[src/rtl/seg7_pkg.sv]
// rtl/seg7_pkg.sv - shared seven-segment codes, widths and reader FSM states
package seg7_pkg;

    localparam int DIGIT_W = 7;
    localparam int SEG_W   = 2 * DIGIT_W;
    localparam int VALUE_W = 4;

    // Segment order a..g, MSB first, lit = 1.
    localparam logic [DIGIT_W-1:0] CODE_0 = 7'b1111110;
    localparam logic [DIGIT_W-1:0] CODE_1 = 7'b0110000;
    localparam logic [DIGIT_W-1:0] CODE_2 = 7'b1101101;
    localparam logic [DIGIT_W-1:0] CODE_3 = 7'b1111001;
    localparam logic [DIGIT_W-1:0] CODE_4 = 7'b0110011;
    localparam logic [DIGIT_W-1:0] CODE_5 = 7'b1011011;
    localparam logic [DIGIT_W-1:0] CODE_6 = 7'b1011111;
    localparam logic [DIGIT_W-1:0] CODE_7 = 7'b1110000;
    localparam logic [DIGIT_W-1:0] CODE_8 = 7'b1111111;
    localparam logic [DIGIT_W-1:0] CODE_9 = 7'b1110011;
    localparam logic [DIGIT_W-1:0] BLANK  = 7'b0000000;

    typedef enum logic {
        TRACK,
        HOLD
    } state_t;

    function automatic logic [DIGIT_W-1:0] digit_code(input logic [3:0] digit);
        case (digit)
            4'd0:    return CODE_0;
            4'd1:    return CODE_1;
            4'd2:    return CODE_2;
            4'd3:    return CODE_3;
            4'd4:    return CODE_4;
            4'd5:    return CODE_5;
            4'd6:    return CODE_6;
            4'd7:    return CODE_7;
            4'd8:    return CODE_8;
            4'd9:    return CODE_9;
            default: return BLANK;
        endcase
    endfunction

endpackage

[src/rtl/seg7_digit_dec.sv]
// rtl/seg7_digit_dec.sv - one seven-segment code to binary digit plus legal flag
module seg7_digit_dec
    import seg7_pkg::*;
(
    input  logic [DIGIT_W-1:0] code,
    output logic [3:0]         digit,
    output logic               legal
);

    always_comb begin
        digit = 4'd0;
        legal = 1'b1;
        case (code)
            CODE_0:  digit = 4'd0;
            CODE_1:  digit = 4'd1;
            CODE_2:  digit = 4'd2;
            CODE_3:  digit = 4'd3;
            CODE_4:  digit = 4'd4;
            CODE_5:  digit = 4'd5;
            CODE_6:  digit = 4'd6;
            CODE_7:  digit = 4'd7;
            CODE_8:  digit = 4'd8;
            CODE_9:  digit = 4'd9;
            default: legal = 1'b0;
        endcase
    end

endmodule

[src/rtl/seg7_reader.sv]
// rtl/seg7_reader.sv - debounces a two-digit display pattern and emits its value once per stable pattern
module seg7_reader
    import seg7_pkg::*;
#(
    parameter int STABLE_CYCLES = 4
) (
    input  logic                 CLK,
    input  logic                 RST,
    input  logic [SEG_W-1:0]     SEG_IN,
    input  logic                 OUT_READY,
    output logic                 OUT_VALID,
    output logic [VALUE_W-1:0]   VALUE,
    output logic                 ERR,
    output logic                 OVERRUN
);

    localparam logic [7:0] STABLE = 8'(STABLE_CYCLES);

    logic [SEG_W-1:0]   seg_q;
    logic [7:0]         run;
    logic [7:0]         run_next;
    state_t             state;
    state_t             state_next;
    logic               decode_event;

    logic [3:0]         tens_digit;
    logic [3:0]         units_digit;
    logic               tens_legal;
    logic               units_legal;
    logic [4:0]         sum;
    logic               dec_ok;
    logic [VALUE_W-1:0] dec_value;

    always_comb begin
        run_next = 8'd1;
        if (SEG_IN == seg_q) begin
            run_next = (run == STABLE) ? STABLE : run + 8'd1;
        end
    end

    // Reset clears seg_q, so the first post-reset edge looks like a change unless the display is blank.
    always_ff @(posedge CLK) begin
        if (RST) begin
            seg_q <= '0;
            run   <= 8'd0;
        end else begin
            seg_q <= SEG_IN;
            run   <= run_next;
        end
    end

    always_ff @(posedge CLK) begin
        if (RST) begin
            state <= TRACK;
        end else begin
            state <= state_next;
        end
    end

    always_comb begin
        state_next   = state;
        decode_event = 1'b0;
        case (state)
            TRACK: begin
                if (run_next == STABLE) begin
                    state_next   = HOLD;
                    decode_event = (seg_q != '0);
                end
            end
            HOLD: begin
                if (SEG_IN != seg_q) begin
                    state_next = TRACK;
                end
            end
            default: state_next = TRACK;
        endcase
    end

    seg7_digit_dec u_tens (
        .code  (seg_q[SEG_W-1:DIGIT_W]),
        .digit (tens_digit),
        .legal (tens_legal)
    );

    seg7_digit_dec u_units (
        .code  (seg_q[DIGIT_W-1:0]),
        .digit (units_digit),
        .legal (units_legal)
    );

    // Only 0 or 1 is accepted in the tens place, so the sum never exceeds 19 and fits 5 bits.
    always_comb begin
        sum       = ((tens_digit == 4'd1) ? 5'd10 : 5'd0) + {1'b0, units_digit};
        dec_ok    = tens_legal && units_legal && (tens_digit <= 4'd1) && (sum <= 5'd15);
        dec_value = dec_ok ? sum[VALUE_W-1:0] : '0;
    end

    always_ff @(posedge CLK) begin
        if (RST) begin
            OUT_VALID <= 1'b0;
            VALUE     <= '0;
            ERR       <= 1'b0;
            OVERRUN   <= 1'b0;
        end else if (decode_event) begin
            if (!OUT_VALID || OUT_READY) begin
                OUT_VALID <= 1'b1;
                VALUE     <= dec_value;
                ERR       <= !dec_ok;
            end else begin
                OVERRUN   <= 1'b1;
            end
        end else if (OUT_VALID && OUT_READY) begin
            OUT_VALID <= 1'b0;
        end
    end

endmodule

[config.mk]
export PLATFORM = sky130hd
export DESIGN_NAME = seg7_reader
export DESIGN_NICKNAME = d
export VERILOG_FILES = /design/src/rtl/seg7_pkg.sv /design/src/rtl/seg7_digit_dec.sv /design/src/rtl/seg7_reader.sv
export SDC_FILE = /design/constraint.sdc
export NUM_CORES = 1
export LEC_CHECK = 0
export CAP_MARGIN = 25
export CORE_UTILIZATION = 35
export DETAILED_ROUTE_END_ITERATION = 8
export PLACE_DENSITY = 0.51
export SYNTH_ARGS = -nofsm -noshare
export SYNTH_HDL_FRONTEND = slang
export SYNTH_SLANG_ARGS = --single-unit
[constraint.sdc]
create_clock -name CLK -period 2.7 [get_ports CLK]
set_input_delay 0.27 -clock CLK [delete_from_list [all_inputs] [get_ports CLK]]
set_output_delay 0.27 -clock CLK [all_outputs]
set_load 0.02 [all_outputs]
# Word level (Yosys, flattened, before mapping)
# Index checks and enable logic that the tools add are counted.
# W data, S select, Z words.
# totals
ff_bits	30
latchBits	0
mem_bits_rw	0
mem_bits_ro	0
wordCells	69
mem_count	0
# op_classes
add_sub_neg	2
mul	0
div_mod_pow	0
n_lt_le_gt_ge	2
eq_ne	26
shift	0
n_mux	16
bitwise	2
reduce_logical	14
# ops
operator	count
$eq A7 B7 Y1 const B	16
$pmux W4 S9	2
$eq A7 B6 Y1 const B	4
$reduce_or A10 Y1	2
$eq A8 B3 Y1 const B	2
$mux W8	2
$eq A14 B14 Y1	1
$ne A14 B14 Y1	1
$reduce_bool A14 Y1	1
$mux W1	9
$add A8 B1 Y8 const B	1
$mux W4	2
$reduce_and A2 Y1	3
$add A4 B4 Y5	1
$le A5 B4 Y1 const B	1
$eq A4 B1 Y1 const B	1
$le A4 B1 Y1 const B	1
$logic_and A1 B1 Y1	4
$logic_not A1 Y1	2
$ne A2 B1 Y1 const B	1
$not A1 Y1	2
$pmux W1 S2	1
$reduce_bool A2 Y1	1
$logic_or A1 B1 Y1	1

# Logic depth before layout (Yosys ltp)
# Gate-level depths: netlist of the first run.
# depth
ltp_word	8
ltp_mapped	11
depth_no_buf	10

# Cells and area by module
# Synthesis of the first run repeated with hierarchy kept, for this count alone.
# unflattened
hier_cells	232
hier_area_um2	1978.1
# modules_own_cells
mod	instances	cells_per_inst	area_per_inst_um2
seg7_reader	1	158	1517.7
seg7_digit_dec	2	37	230.2

# Least setup slack after synthesis of the first run
# No wires, ideal clock.
# synth_timing
path_type	flip-flop to flip-flop
from	register seg_q[5]
to	register VALUE[1]
setup_ns	0.117
arrival_time_ns	1.946
required_ns	2.583
path_slack_ns	0.636
stages_incl_launch_ff	11
path_buffers	1
synth_period_minus_slack_ns	2.064
path_cell_list	dfxtp_1 > buf_2 > nor4b_1 > nand3_1 > nand2_1 > ha_1 > nand2_1 > a31oi_1 > a211oi_1 > and2_4 > a32o_1
# synth_between
elab_chain_cells	7
# synth_lines
item	line	rtl
start: declaration	seg7_reader.sv:19	logic [SEG_W-1:0] seg_q;
start signal: assignment	seg7_reader.sv:44	seg_q <= '0;
start signal: assignment	seg7_reader.sv:47	seg_q <= SEG_IN;
branches (longest 7 deep; another with $add A4 B4 Y5)	n/a	
end signal: assignment	seg7_reader.sv:107	VALUE <= dec_value;
end: declaration	seg7_reader.sv:12	output logic [VALUE_W-1:0] VALUE,
# Parallel ways; which one is timed is not known.
# A chain may end at the register's enable or synchronous reset.

# Worst setup path after layout of the first run
# layout_timing
from	register seg_q[3]
to	register VALUE[2]
# The elaborated chain is that of the path after synthesis.

==> results.toml, run 1 <==
[run_status]
status = "completed"

[floorplanning]
core_area_sq_um = 4474
die_area_sq_um = 5052
rows = 24
pin_count = 24
die_h_um = 71.08
start_util = 0.3733
die_x_um = 71.08

[drt]
ant_nets = 0
first_pass_iters = 4
postRouteWirelength_um = 3585
vias = 1373
avgViaCountPerCell = 5.201
drcViolationCount = 0
first_iter_violations = 135
wire_per_inst_um = 13.58

[clock_tree]
clock_sinks = 30
cts_setup_buffers = 0
cts-hold-fix-buffers = 0
cts_made_buffers = 5
htree_num_levels = 2
cts_buffer_depth = 2
insertion_delay_ns = 0.28
post_cts_resized = 0
root_buffer = "clkbuf_8"
clk_pin_slew_worst_paths_ns = 0.06
cts_tree = "built"

[setup_path]
cp.arrival_ns = 2.50
cp_max_fo = 11
critical_path_required_ns = 2.87
start_kind = "register"
path_class = "register to register"
critPathCaptureType = "register"

[logic_synthesis]
syn_nets = 209
syn_area_sq_um = 1670
synth_edf_count = 0
synth_cell_types = 45
synthCells = 187
ys_ff_latch = 30
synth-async-reset-ratio = 0
synth_ff_type = "dfxtp_1"
avgSynthCellArea_sq_um = 8.932
yosysSeqAreaShare = 0.3596
yosysWarnings = 0

[job]
maxCapViolations = 0

[global_route]
grt_pass1_wl_um = 6348
grt_pass1_vias = 1407
grt_overflow = 0
grt_max_degree = 24
antenna_found_initial = 0
grtUsageTotal = 0.1614

[finish]
mostFrequentLayoutCells = "dfxtp_1 (30), clkdlybuf4s50_1 (23), xnor2_1 (19), nor2b_1 (19), nor2_1 (17)"
final_common_cell = "dfxtp_1"
regArea_sq_um = 600.6
drive_gt1_frac = 0.08491
area_growth_syn_to_layout_pct = 21.20
multi_input_area_sq_um = 988.4
nets = 233
antenna_cells = 0
final.fill_count = 438

[power_and_ir_drop]
max-vdd-ir-drop_v = 0.0002797
power_w = 0.0009372
powerDensity_nw_per_um2 = 463.0
leakagePower_nw = 0.7362

[timing]
finalHoldViolCount = 0
max_freq_mhz = 429.7
worst_clock_skew_ns = 0.003057
rsz0062_at_grt = "false"
setup_viol = 0
slew_headroom = 0.6328
fin_setup_tns_ns = 0
report.final.slew_viol_count = 0
final.min_clock_period_ns = 2.327
layout_worst_path_cycle_share = 0.8619
worstMarginPinSlew_ns = 0.5507

[place]
portBuffers = 23
place_hpwl_um = 2757
gp_congestion = 0.8356

[min_path]
min_path_type = "register to register"
-- critical path, cell delays in order (launching register included) --
cell and delay (ns):
dfxtp_1 0.43, nor4b_1 0.51, nand3_1 0.19, nand2_1 0.12
ha_1 0.17, nand2_1 0.06, a31oi_1 0.20, a211oi_1 0.09
and2_4 0.18, a32o_1 0.26
-- per-stage QoR --
stage	setup WS, ns	area [sq um]	hold slack [ns]	instances	util
5_1_grt	0.2368	2024	0.5256	264	0.4525
2_1_floorplan	0.6363	1670	0.3982	187	-
6_report	0.3729	2024	0.4747	264	0.4525
3_5_place_dp	0.3857	1933	0.4590	256	0.4320
3_3_place_gp	0.3779	1933	0.4640	256	0.4320
4_1_cts	0.4451	2024	0.4782	264	0.4525
-- where the power goes --
group	switching, W	internal (W)
clock network	0.000165	0.000205
registers	0.0000188	0.000455
logic	0.0000392	0.0000538
total	0.000223	0.000714
-- cell families after synthesis --
family                     after synthesis  synth area share
and+or+nand+nor                         87            0.3109
DFF                                     30            0.3596
xor gates and xnor gates                25            0.1311
AOI/OAI and AO/OA                       22           0.09963
buffers and inverters                   16           0.04869
adders and majority gates                5           0.03745
muxes                                    2           0.01273
-- sequential cells by signal (all words and copies together) (netlist names) --
name	count
OVERRUN	1
run	8
seg_q	14
VALUE	4
state	1
OUT_VALID	1
ERR	1
-- path summary, 6_finish.rpt --
check             depth (start not counted)                 start                     to  slack (ns)
setup / recovery                          9   seg_q[3]$_SDFF_PP0_  VALUE[2]$_SDFFE_PP0P_        0.37
hold / removal                            2  OVERRUN$_SDFFE_PP0P_   OVERRUN$_SDFFE_PP0P_        0.47
setup reg to reg                          9   seg_q[3]$_SDFF_PP0_  VALUE[2]$_SDFFE_PP0P_        0.37
hold reg to reg                           2  OVERRUN$_SDFFE_PP0P_   OVERRUN$_SDFFE_PP0P_        0.47
-- metal layers --
layer / global-route usage / wire, um
met4: 0.08667 / 42
met2: 0.2564 / 1633
met1: 0.2063 / 1727
met3: 0.03276 / 181
met5: 0 / 0
-- synth_stat cells (2+ instances only) --
| library cell | number | share of area |
|---|---|---|
| nor2b_1 | 19 | 0.071 |
| nand4_1 | 8 | 0.030 |
| buf_2 | 5 | 0.015 |
| buf_6 | 2 | 0.013 |
| o21ai_0 | 3 | 0.0090 |
| a211oi_1 | 3 | 0.013 |
| xnor2_1 | 19 | 0.10 |
| inv_1 | 7 | 0.016 |
| clkbuf_1 | 2 | 0.0045 |
| nor4_1 | 2 | 0.0075 |
| and4_2 | 2 | 0.012 |
| a21oi_1 | 3 | 0.0090 |
| nor3_1 | 3 | 0.0090 |
| nand2b_1 | 3 | 0.011 |
| nor2_1 | 17 | 0.038 |
| ha_1 | 5 | 0.037 |
| nand3_1 | 8 | 0.024 |
| dfxtp_1 | 30 | 0.36 |
| xor2_1 | 6 | 0.031 |
| nand2_1 | 12 | 0.027 |
| nand4b_1 | 2 | 0.010 |
| a32o_1 | 3 | 0.018 |
-- final cells by class --
| class | count | share of cell area |
|---|---|---|
| Clock buffer | 7 | 0.04265 |
| Sequential cell | 30 | 0.2967 |
| Clock inverter | 1 | 0.002472 |
| Inverter | 7 | 0.01298 |
| Multi-Input combinational cell | 141 | 0.4883 |
| Timing Repair Buffer | 26 | 0.1248 |
| Tap cell | 52 | 0.03214 |
(Power assumes the default switching activity.)
==> run 2, diff against run 1 <==
- DONT_BUFFER_PORTS: not set -> 1
- PLACE_DENSITY: 0.51 -> 0.45
==> results.toml, run 2 (same netlist as run 1, synthesis figures left out) <==
[run_status]
status = "finished, violations left"
violations = "design-rule violations"

[setup_path]
worst_path_most_repeated_cell = "nand2_1"
cp_cell_sequence = "nor4b_1, nand3_1, nand2_1, ha_1, nand2_1, a31oi_1, a211oi_1, and2_4, a32o_1"
path_class = "register to register"
crit_family = "simple AND/OR/NAND/NOR gates"
cp_max_fo = 11
start_kind = "register"
rr_endpoint = "VALUE[1]$_SDFFE_PP0P_"
critPathLaunch = "seg_q[3]$_SDFF_PP0_"
cp.arrival_ns = 2.50
max_stage_delay_ns = 0.53
ff2ff_setup_slack_ns = 0.37
critical_path_required_ns = 2.87
r2r_cells = 9
reg2reg_from = "seg_q[3]$_SDFF_PP0_"
slowest_stage = "nor4b_1"
crit_buf_inv = 0
critPathCaptureType = "register"

[drt]
first_iter_violations = 131
wire_per_inst_um = 14.68
drcViolationCount = 4
vias = 1303
postRouteWirelength_um = 3538
avgViaCountPerCell = 5.407
ant_nets = 0
first_pass_iters = 6

[clock_tree]
post_cts_resized = 0
cts_setup_buffers = 0
clk_pin_slew_worst_paths_ns = 0.07
insertion_delay_ns = 0.28
root_buffer = "clkbuf_8"
cts_buffer_depth = 2
cts_tree = "built"
htree_num_levels = 2
cts_made_buffers = 5
clock_sinks = 30
cts-hold-fix-buffers = 0

[place]
gp_congestion = 0.8082
place_hpwl_um = 2751
portBuffers = 0
dp.cells = 233

[global_route]
grt_max_degree = 24
grt_pass1_wl_um = 6134
grt_pass1_vias = 1269
grt_overflow = 0
grtUsageTotal = 0.1589
antenna_found_initial = 0

[floorplanning]
pin_count = 24
core_area_sq_um = 4474
die_area_sq_um = 5052
rows = 24
die_x_um = 71.08
die_h_um = 71.08
start_util = 0.3733

[timing]
fin_setup_tns_ns = 0
rsz0062_at_grt = "false"
worstMarginPinSlew_ns = 0.5963
final.min_clock_period_ns = 2.327
max_freq_mhz = 429.7
layout_worst_path_cycle_share = 0.8620
finalHoldViolCount = 0
worst_clock_skew_ns = 0.008832
report.final.slew_viol_count = 0
setup_viol = 0
slew_headroom = 0.6025

[min_path]
hold_path_depth = 1
hp-start = "RST"
min_path_type = "input pin to register"
hold_end = "run[0]$_SDFF_PP0_"

[finish]
nets = 210
final_common_cell = "dfxtp_1"
area_growth_syn_to_layout_pct = 8.465
largest_reg_flops = 14
mostFrequentLayoutCells = "dfxtp_1 (30), xnor2_1 (19), nor2b_1 (19)"
reg.largest.list = "seg_q: 14 flops, run: 8 flops, VALUE: 4 flops"
drive_gt1_frac = 0.1005
utilization = 0.4049
instances_no_fill = 241
regMostFlops = "seg_q"
antenna_cells = 0

[power_and_ir_drop]
max-vdd-ir-drop_v = 0.0002423
leakagePower_nw = 0.6599
powerDensity_nw_per_um2 = 538.7

[job]
maxCapViolations = 0
[run 2: changes by cell type in the layout (fill, tap and decap cells not counted)]
cell / change
clkdlybuf4s50_1: -23
clkbuf_8: -1
bufinv_16: +1
clkbuf_1: -1
clkinv_2: +1
[run 2: metal layers]
metal | up-vias | GRT usage | wire length [um]
li1 | 658 | - | -
met1 | 612 | 0.2119 | 1751
met2 | 26 | 0.2468 | 1568
met3 | 7 | 0.04558 | 166
met4 | 0 | 0.05333 | 52
met5 | - | 0 | 0
[run 2: how the worst max path moves through the flow]
| stage | depth (start not counted) | to |
|---|---|---|
| after floorplan | 10 | VALUE[1]$_SDFFE_PP0P_ |
| after global placement | 9 | VALUE[1]$_SDFFE_PP0P_ |
| after detailed placement | 9 | VALUE[1]$_SDFFE_PP0P_ |
| after CTS | 9 | VALUE[1]$_SDFFE_PP0P_ |
| after global routing | 9 | VALUE[2]$_SDFFE_PP0P_ |
| final | 9 | VALUE[1]$_SDFFE_PP0P_ |
[run 2: per-stage QoR]
step                hold slack (ns)  worst slack (ns)  cell area (sq um)   power, W
floorplan                    0.3982            0.6363               1670  0.0005357
global placement             0.3440            0.4023               1703  0.0005437
detailed placement           0.3462            0.3913               1703  0.0005441
CTS                         0.04487            0.3634               1812  0.0009886
global route                0.02974            0.1273               1812   0.001025
finish                      0.05360            0.3726               1812  0.0009761
[run 2: worst reg2reg max path, cell delays in order, from the launching register on]
cell	delay (ns)
dfxtp_1	0.44
nor4b_1	0.53
nand3_1	0.20
nand2_1	0.11
ha_1	0.17
nand2_1	0.06
a31oi_1	0.20
a211oi_1	0.10
and2_4	0.18
a32o_1	0.24
[run 2: where the power goes]
part	internal, W	switching [W]	total, W
combinational	0.0000343	0.0000286	0.0000629
sequential	0.000455	0.0000171	0.000472
clock	0.000271	0.000170	0.000441
total	0.000760	0.000216	0.000976
[run 2: layout make-up]
class	count	area [sq um]
fill	458	2663
multi-input combinational	141	988.4
tap	52	65.06
sequential	30	600.6
clock buffer	5	68.82
inverter	7	26.28
clock inverter	3	40.04
timing repair buffer	3	22.52
